### config.mk
export PLATFORM = sky130hd
export DESIGN_NAME = pcpi_vector_unit
export DESIGN_NICKNAME = d
export VERILOG_FILES = /design/src/rtl/pcpi_vector_unit.sv
export SDC_FILE = /design/constraint.sdc
export NUM_CORES = 2
export LEC_CHECK = 0
export CORE_MARGIN = 5
export CORE_UTILIZATION = 58
export DETAILED_ROUTE_END_ITERATION = 16
export PLACE_DENSITY_LB_ADDON = 0.2
export SYNTH_ARGS = -nofsm -noshare
export SYNTH_HDL_FRONTEND = slang
export SYNTH_SLANG_ARGS = --single-unit
### constraint.sdc
create_clock -name clk -period 8.1 [get_ports clk]
set_clock_uncertainty 0.2 [all_clocks]
set_input_delay 1.215 -clock clk [delete_from_list [all_inputs] [get_ports clk]]
set_output_delay 1.215 -clock clk [all_outputs]
set_load 0.1 [all_outputs]
### src/rtl/pcpi_vector_unit.sv
// pcpi_vector_unit: PCPI coprocessor with a small vector register file.
// Handles vsetvl, element insert/extract, lane-parallel add/sub/mul and a
// sum reduction. Build option VPU_MUL_EN adds funct3=101 (VMUL, low 32 bits
// of the unsigned product); without it that encoding is rejected and no
// multiplier exists.
//
// state | meaning
// IDLE  | waiting for a supported custom-0 instruction
// EXEC  | working; vector ops take one element group per cycle
// DONE  | one-cycle completion, pcpi_ready asserted
module pcpi_vector_unit #(
    parameter int NUM_LANES  = 4,
    parameter int VREG_COUNT = 8,
    parameter int MAX_VL     = 8
) (
    input  logic                     clk,
    input  logic                     reset,
    input  logic                     pcpi_valid,
    input  logic [31:0]              pcpi_insn,
    input  logic [31:0]              pcpi_rs1,
    input  logic [31:0]              pcpi_rs2,
    output logic                     pcpi_wr,
    output logic [31:0]              pcpi_rd,
    output logic                     pcpi_wait,
    output logic                     pcpi_ready,
    output logic [$clog2(MAX_VL):0]  vl
);
    localparam int VLW  = $clog2(MAX_VL) + 1;
    localparam int VLW1 = VLW + 1;
    localparam int IW   = (MAX_VL > 1) ? $clog2(MAX_VL) : 1;
    localparam int RW   = $clog2(VREG_COUNT);

    localparam logic [1:0] S_IDLE = 2'd0;
    localparam logic [1:0] S_EXEC = 2'd1;
    localparam logic [1:0] S_DONE = 2'd2;

    localparam logic [2:0] OP_VSETVL  = 3'b000;
    localparam logic [2:0] OP_VINS    = 3'b001;
    localparam logic [2:0] OP_VEXT    = 3'b010;
    localparam logic [2:0] OP_VADD    = 3'b011;
    localparam logic [2:0] OP_VSUB    = 3'b100;
    localparam logic [2:0] OP_VMUL    = 3'b101;
    localparam logic [2:0] OP_VREDSUM = 3'b110;

    logic [31:0]    vreg_q [VREG_COUNT][MAX_VL];

    logic [1:0]     state_q, state_d;
    logic [2:0]     op_q, op_d;
    logic [RW-1:0]  vd_q, vd_d, vs1_q, vs1_d, vs2_q, vs2_d;
    logic [IW-1:0]  idx_q, idx_d;
    logic [31:0]    rs1_q, rs1_d, acc_q, acc_d, rd_q, rd_d;
    logic [VLW-1:0] grp_q, grp_d, vl_q, vl_d;

    logic [2:0]     funct3;
    logic           op_ok, accept, last_grp, ins_we, vec_we;
    logic [VLW-1:0] lane_elem [NUM_LANES];
    logic [IW-1:0]  lane_idx  [NUM_LANES];
    logic [31:0]    lane_a    [NUM_LANES];
    logic [31:0]    lane_b    [NUM_LANES];
    logic [31:0]    lane_res  [NUM_LANES];
    logic [NUM_LANES-1:0] lane_act;
    logic [31:0]    lane_sum;
    logic           unused_insn;

    // The whole instruction word is accepted; only some fields are decoded.
    assign unused_insn = ^pcpi_insn;
    assign funct3      = pcpi_insn[14:12];

    // Supported-operation decode; VMUL only exists in the multiplier build.
    always_comb begin
        op_ok = 1'b0;
        case (funct3)
            OP_VSETVL, OP_VINS, OP_VEXT, OP_VADD, OP_VSUB, OP_VREDSUM: op_ok = 1'b1;
`ifdef VPU_MUL_EN
            OP_VMUL: op_ok = 1'b1;
`endif
            default: op_ok = 1'b0;
        endcase
    end

    assign accept   = (state_q == S_IDLE) && pcpi_valid &&
                      (pcpi_insn[6:0] == 7'b0001011) && op_ok;
    assign last_grp = ({1'b0, grp_q} + VLW1'(NUM_LANES)) >= {1'b0, vl_q};

    // Lane datapath: operands of the current element group and per-lane result.
    always_comb begin
        lane_act = '0;
        lane_sum = 32'd0;
        for (int l = 0; l < NUM_LANES; l++) begin
            lane_elem[l] = grp_q + VLW'(l);
            lane_idx[l]  = lane_elem[l][IW-1:0];
            lane_act[l]  = lane_elem[l] < vl_q;
            lane_a[l]    = vreg_q[vs1_q][lane_idx[l]];
            lane_b[l]    = vreg_q[vs2_q][lane_idx[l]];
            case (op_q)
                OP_VSUB: lane_res[l] = lane_a[l] - lane_b[l];
`ifdef VPU_MUL_EN
                OP_VMUL: lane_res[l] = lane_a[l] * lane_b[l];
`endif
                default: lane_res[l] = lane_a[l] + lane_b[l];
            endcase
            lane_sum = lane_sum + (lane_act[l] ? lane_a[l] : 32'd0);
        end
    end

    // Next-state and operation sequencing.
    always_comb begin
        state_d = state_q;
        op_d    = op_q;
        vd_d    = vd_q;
        vs1_d   = vs1_q;
        vs2_d   = vs2_q;
        idx_d   = idx_q;
        rs1_d   = rs1_q;
        acc_d   = acc_q;
        rd_d    = rd_q;
        grp_d   = grp_q;
        vl_d    = vl_q;
        ins_we  = 1'b0;
        vec_we  = 1'b0;
        case (state_q)
            S_IDLE: begin
                if (accept) begin
                    state_d = S_EXEC;
                    op_d    = funct3;
                    vd_d    = pcpi_insn[7 +: RW];
                    vs1_d   = pcpi_insn[15 +: RW];
                    vs2_d   = pcpi_insn[20 +: RW];
                    idx_d   = IW'(pcpi_rs2 % 32'(MAX_VL));
                    rs1_d   = pcpi_rs1;
                    acc_d   = 32'd0;
                    rd_d    = 32'd0;
                    grp_d   = '0;
                end
            end
            S_EXEC: begin
                // A dropped offer means the core gave up: leave without writing.
                if (!pcpi_valid) begin
                    state_d = S_IDLE;
                end else begin
                    case (op_q)
                        OP_VSETVL: begin
                            if (rs1_q > 32'(MAX_VL)) begin
                                vl_d = VLW'(MAX_VL);
                                rd_d = 32'(MAX_VL);
                            end else begin
                                vl_d = rs1_q[VLW-1:0];
                                rd_d = rs1_q;
                            end
                            state_d = S_DONE;
                        end
                        OP_VINS: begin
                            ins_we  = 1'b1;
                            state_d = S_DONE;
                        end
                        OP_VEXT: begin
                            rd_d    = vreg_q[vs1_q][idx_q];
                            state_d = S_DONE;
                        end
                        OP_VREDSUM: begin
                            acc_d = acc_q + lane_sum;
                            if (last_grp) begin
                                rd_d    = acc_q + lane_sum;
                                state_d = S_DONE;
                            end else begin
                                grp_d = grp_q + VLW'(NUM_LANES);
                            end
                        end
                        default: begin
                            vec_we = 1'b1;
                            if (last_grp) state_d = S_DONE;
                            else          grp_d   = grp_q + VLW'(NUM_LANES);
                        end
                    endcase
                end
            end
            default: state_d = S_IDLE;
        endcase
    end

    // Control registers; reset aborts any operation in flight.
    always_ff @(posedge clk) begin
        if (reset) begin
            state_q <= S_IDLE;
            op_q    <= OP_VSETVL;
            vd_q    <= '0;
            vs1_q   <= '0;
            vs2_q   <= '0;
            idx_q   <= '0;
            rs1_q   <= 32'd0;
            acc_q   <= 32'd0;
            rd_q    <= 32'd0;
            grp_q   <= '0;
            vl_q    <= VLW'(MAX_VL);
        end else begin
            state_q <= state_d;
            op_q    <= op_d;
            vd_q    <= vd_d;
            vs1_q   <= vs1_d;
            vs2_q   <= vs2_d;
            idx_q   <= idx_d;
            rs1_q   <= rs1_d;
            acc_q   <= acc_d;
            rd_q    <= rd_d;
            grp_q   <= grp_d;
            vl_q    <= vl_d;
        end
    end

    // Vector register file: not reset, writes suppressed while reset is high.
    always_ff @(posedge clk) begin
        if (!reset) begin
            if (ins_we) vreg_q[vd_q][idx_q] <= rs1_q;
            if (vec_we) begin
                for (int l = 0; l < NUM_LANES; l++) begin
                    if (lane_act[l]) vreg_q[vd_q][lane_idx[l]] <= lane_res[l];
                end
            end
        end
    end

    assign pcpi_wait  = (state_q == S_EXEC) || (state_q == S_DONE);
    assign pcpi_ready = (state_q == S_DONE);
    assign pcpi_wr    = pcpi_ready &&
                        ((op_q == OP_VSETVL) || (op_q == OP_VEXT) || (op_q == OP_VREDSUM));
    assign pcpi_rd    = pcpi_wr ? rd_q : 32'd0;
    assign vl         = vl_q;
endmodule

# Word-level counts from Yosys, hierarchy flattened
# Memories as Yosys holds them, arrays and structs flattened. A register that Yosys moved wholly into a read port is not among the register bits.
# Index checks and enable logic that the tools add are counted.
[word_totals]
ff_bits = 121
latchBits = 0
ramBits = 2048
elab_cells = 2239
mem_count = 1
out_inout_bits = 39
input_bits = 99
rom_bits = 0
[mem_list]
columns = ["memory", "words", "word_bits", "rd", "rd_ports_with_merged_regs", "write_ports", "line_no", "source"]
rows = [
  ["vreg_q", 8, 256, 2, 2, 1, "45", "logic [31:0] vreg_q [VREG_COUNT][MAX_VL];"],
]
[op_classes]
eq_ne = 20
n_reduce_logical = 25
shifts = 0
n_mux = 1120
n_addsub = 17
multipliers = 0
order_cmp = 16
div = 0
bitwise_logic = 1029
[op_table]
columns = ["cell", "count"]
rows = [
  ["256-bit 2-to-1 mux", 5],
  ["32-bit 2-to-1 mux", 38],
  ["1-bit 2-to-1 mux", 1045],
  ["1-bit bitwise OR", 1024],
  ["32-bit binary-select mux with 3-bit select", 9],
  ["32-bit demux with 3-bit select", 5],
  ["32-bit adder", 8],
  ["32-bit one-hot mux with 2 select lines", 2],
  ["32-bit subtractor", 4],
  ["32-bit one-hot mux with 3 select lines", 1],
  ["32-bit by 4-bit > comparator with 1-bit output (second input constant)", 1],
  ["4-bit >= comparator (second input constant)", 5],
  ["4-bit by 1-bit less-than comparator with 1-bit output (second input constant)", 5],
  ["4-bit 2-to-1 mux", 5],
  ["3-bit inverter with 4-bit output", 5],
  ["4-bit less-than comparator", 4],
  ["3-bit equality test (second input constant)", 4],
  ["3-bit 2-to-1 mux", 4],
  ["5-bit AND reduction", 2],
  ["3-bit by 2-bit equality test with 1-bit output (second input constant)", 3],
  ["1-bit logical AND", 9],
  ["4-bit by 2-bit adder with 4-bit output (second input constant)", 2],
  ["2-bit 2-to-1 mux", 4],
  ["2-bit inequality test (second input constant)", 4],
  ["other kinds (24)", 29],
]

# Logic depth before layout (Yosys ltp)
[depth]
ltp_word = 14
depth_mapped = 33

# Worst setup path before layout
# OpenSTA, ideal clock, no wires.
[synth_timing]
path_type = "flip-flop to flip-flop"
from = "register grp_q[2]"
to = "register rd_q[29]"
setup_ns = 0.095
path_slack_ns = -0.390
synth_period_minus_slack_ns = 8.490
arrival_ns = 8.195
t_required_ns = 7.805
path_stages_with_launch = 34
path_cell_list = "dfxtp_1 -> clkbuf_1 -> clkbuf_1 -> buf_2 -> buf_2 -> buf_2 -> buf_1 -> buf_2 -> clkbuf_1 -> clkbuf_1 -> ha_1 -> nor2b_1 -> o21ai_0 -> nor2b_1 -> clkbuf_1 -> clkbuf_1 -> nand2_1 -> fa_1 -> inv_1 -> fa_1 -> inv_1 -> fa_1 -> inv_1 -> ha_1 -> nor2b_1 -> o21ai_0 -> a21boi_0 -> o2111a_1 -> o31a_1 -> o41ai_1 -> o21ai_0 -> o31ai_1 -> xor2_1 -> a221oi_1"
[synth_between]
elab_chain_len = 14
[synth_rtl]
columns = ["element", "line_no", "source"]
rows = [
  ["start: declaration", "52", "logic [VLW-1:0] grp_q, grp_d, vl_q, vl_d;"],
  ["start signal: assignment", "205", "grp_q <= grp_d;"],
  ["4-bit by 1-bit adder with 4-bit output", "90", "lane_elem[l] = grp_q + VLW'(l);"],
  ["3-bit inverter with 4-bit output (implied by the code)", "93", "lane_a[l] = vreg_q[vs1_q][lane_idx[l]];"],
  ["32-bit binary-select mux with 3-bit select", "93", ""],
  ["32-bit 2-to-1 mux (implied by the code) (2 in series)", "93", ""],
  ["32-bit 2-to-1 mux", "102", "lane_sum = lane_sum + (lane_act[l] ? lane_a[l] : 32'd0);"],
  ["32-bit adder (3 in series)", "102", ""],
  ["32-bit adder", "163", "rd_d = acc_q + lane_sum;"],
  ["32-bit 2-to-1 mux", "162", "if (last_grp) begin"],
  ["32-bit one-hot mux with 3 select lines", "141", "case (op_q)"],
  ["32-bit 2-to-1 mux", "138", "if (!pcpi_valid) begin"],
  ["32-bit one-hot mux with 2 select lines", "121", "case (state_q)"],
  ["end signal: assignment", "204", "rd_q <= rd_d;"],
  ["end: declaration", "51", "logic [31:0] rs1_q, rs1_d, acc_q, acc_d, rd_q, rd_d;"],
]
# Parallel ways exist; a longest one is shown, timed or not. The select of a mux whose other input is x is not followed.
# A chain may end at the register's enable or synchronous reset.

==> run summary <==
Synthesized Nets: 8302
Synth warnings: 0
DRT Wirelength: 411000 um
WS Path Type: reg2reg
clk root buf: clkbuf_16
Pwr Total: 26.9 mW
critical-path cell list: buf_12, mux4_2, a22oi_1, nand2_1, nor4_1, nor2b_1, nand2_1, nor2_2, inv_1, o21ai_0, xnor2_1, ha_1, and3_1, and3_1, and3_1, a211oi_1, buf_4, o21ai_0, a41oi_1, a21oi_1, a41oi_1, xnor2_1, mux2_1
number of library cell types mapped by synthesis: 100
max-cap violations: 0
Initial DRT Pass Iterations: 9
1st-iter DRT viols: 12182
Main synth FF type: edfxtp_1
final hold violations: 0
Worst R2R End: vreg_q[6][127]$_DFFE_PP_
most frequent cells in the layout: edfxtp_1 (2048), mux4_2 (1037), nand2_1 (802)
CP max stage delay: 0.66 ns
# H-tree levels: 4
Final Wtd Congestion: 1.05
clk slew on worst S/H paths: 0.06 ns
P&R area growth vs syn: 11.1%
Final Cycle Share: 96.5%
power per standard cell area: 205 mW/mm^2
Setup crit end kind: register
multi-input logic area: 0.0507 mm^2
fill count: 14174
R2R cell count: 23
Worst-Margin Slew: 1.32 ns
worst setup path endpoint: vreg_q[6][127]$_DFFE_PP_
Hold Slack: 0.242 ns
Starting Density: 58.3%
most frequent CP cell: and3_1
nets: 8471
Slew headroom: 11.5%
Slowest cell on crit path: dfxtp_4
synthesized instance count: 7934
Max clock buf depth: 3
fin worst setup slack: 0.281 ns
Die W: 460 um
I/O pin cnt: 138
Die Ht: 460 um
HP Class: reg2reg
RSZ-0062 raised after global routing: no
Avg WL per Cell: 37.4 um
CP Data Required Time: 8.49 ns
commonest non-fill, non-tap cell in the layout: edfxtp_1
top sig layer: met5
non-filler instance count after layout: 11005
PortBufs: 95
Final HPWL DP: 280000 um
setup_tns: 0 ns
first-pass GRT wire length: 577000 um
total track usage: 38.8%
Setup Viol. Count Final: 0
Post-route DRC: 0
CTS buffer count: 220
met3 routed WL: 55500 um
CP Max Fanout: 34
status: completed
area occupied by registers: 0.0640 mm^2
Worst Setup Start Kind: register
initial antenna violation count: 32
Leakage: 37.0 nW
DR vias: 80132
Clock Latency Late Sink: 0.91 ns
post-route ant nets: 0
core box area: 0.202 mm^2
Post-synth EDFFs: 2048
Mapped Area: 0.118 mm^2
met2 wire len: 180000 um
number of global-route vias before repair: 78054
crit path DAT: 8.21 ns
CTS tree: done
M1 WL: 142000 um
Final Critical Period: 7.82 ns
GR Overflow Total: 0
Seq/Total Area, Yosys: 54.4%
placed cell count: 10552
register bit total from synthesis: 2173
Reg2Reg Setup Slack: 0.28 ns
clk sinks: 2173
Worst VDD drop: 0.312 mV
die area: 0.212 mm^2
Peak Freq: 128 MHz
Syn Area/Cell: 14.8 um^2
layout cell share with drive strength beyond 1: 26.2%
vias per cell: 7.28
Std-Cell Rows: 165
Worst Hold Path Cells: 2
DP Worst Slack: 0.497 ns
FFs w/ async S/R, synth: 0%
largest net degree at the start of global routing: 87
max-slew violation count: 0
==> metal layers <==
metal  vias up  track usage [%]
met4        22             24.9
met5         -                0
li1      31621                -
met3      1320             11.8
met2      6354             56.7
met1     40815             50.9
==> final cells by class <==
type / count / share of cell area, %
antenna: 35 / 0.0670
inverter: 276 / 0.798
sequential: 2173 / 49.0
clock buffer: 288 / 4.58
multi-input combinational: 4942 / 38.8
clock inverter: 129 / 0.820
timing repair buffer: 490 / 3.42
tap: 2672 / 2.56
==> power by group <==
| group | internal [mW] | switching [mW] |
|---|---|---|
| registers | 12.1 | 0.0130 |
| clock network | 5.60 | 4.48 |
| logic | 1.71 | 2.95 |
| total | 19.4 | 7.44 |
==> timing repair <==
item                                    4_1_cts  5_1_grt
endpoints found under the setup margin        0       24
gates resized for setup                       0        0
setup buffers                                 0        1
hold endpoints to repair                      0        0
hold buffers                                  0        0
==> worst max-delay path: cells and delay by family (launching register included) <==
kind,cells,cell delay [ns]
AND/OR/NAND/NOR,8,2.27
AO/OA/AOI/OAI,7,2.05
multiplexers,2,1.02
flip-flops,1,0.66
buffers and inverters,3,0.63
adder cells (fa/ha/maj),1,0.38
XOR/XNOR,2,0.25
==> Yosys cell counts, types with 15 or more instances <==
cell | number | area [um^2]
a31oi_1 | 45 | 282
nor4_1 | 17 | 106
nand2b_1 | 35 | 219
a211oi_1 | 24 | 180
fa_1 | 97 | 1940
xor2_1 | 101 | 885
nand2_1 | 805 | 3020
nor2_1 | 526 | 1970
buf_1 | 112 | 420
o21bai_1 | 27 | 203
ha_1 | 172 | 2150
mux4_2 | 1037 | 23400
nor2b_1 | 58 | 363
clkbuf_1 | 297 | 1110
dfxtp_1 | 125 | 2500
a22oi_1 | 98 | 736
a221oi_1 | 19 | 166
mux2_2 | 256 | 2880
mux2i_1 | 232 | 2320
and2_1 | 48 | 300
buf_2 | 79 | 395
nand3b_1 | 15 | 113
xnor2_1 | 164 | 1440
a311oi_1 | 21 | 184
o211ai_1 | 17 | 128
inv_1 | 271 | 1020
nor3_1 | 74 | 370
edfxtp_1 | 2048 | 61500
o221ai_1 | 19 | 166
and3_1 | 22 | 138
buf_6 | 32 | 360
o31ai_1 | 23 | 173
a21oi_1 | 398 | 1990
o21a_1 | 21 | 158
o21ai_0 | 190 | 951
o22ai_1 | 38 | 238
nand3_1 | 64 | 320
a21o_1 | 80 | 601
==> stage by stage <==
stage / cell area, um^2 / utilization [%]
2_1_floorplan: 118000 / -
3_3_place_gp: 124000 / 61.2
3_5_place_dp: 124000 / 61.2
4_1_cts: 131000 / 64.7
5_1_grt: 131000 / 64.7
6_report: 131000 / 64.7
==> worst min-delay path by stage <==
stage,start,slack (ns),endpoint
2_1_floorplan,rd_q[13]$_SDFFE_PP0P_,0.21,rd_q[13]$_SDFFE_PP0P_
3_3_place_gp,rd_q[18]$_SDFFE_PP0P_,0.23,rd_q[18]$_SDFFE_PP0P_
3_5_place_dp,rd_q[23]$_SDFFE_PP0P_,0.23,rd_q[23]$_SDFFE_PP0P_
4_1_cts,rd_q[23]$_SDFFE_PP0P_,0.24,rd_q[23]$_SDFFE_PP0P_
5_1_grt,rd_q[23]$_SDFFE_PP0P_,0.26,rd_q[23]$_SDFFE_PP0P_
6_report,rd_q[23]$_SDFFE_PP0P_,0.24,rd_q[23]$_SDFFE_PP0P_
==> logic make-up (layout without fill, tap and decap cells) <==
group           Yosys count  count (layout)  share of synthesized area, %
compound gates         1115            1115                          5.98
mux                    1541            1541                          24.6
fa+ha+maj               269             269                          3.48
other cells               0              35                             0
buf+inv                 819            1183                          3.03
simple gates           1752            1752                          6.52
flops                  2173            2173                          54.4
xor+xnor                265             265                          1.97
==> sequential cells by signal, indices dropped and copies added, names as in the netlist, named ones only <==
name	cells
rs1_q	32
grp_q	2
vd_q	3
idx_q	3
rd_q	32
vs2_q	3
op_q	3
vl	4
state_q	2
vs1_q	3
vreg_q	2048
acc_q	32
(Power assumes the default switching activity.)
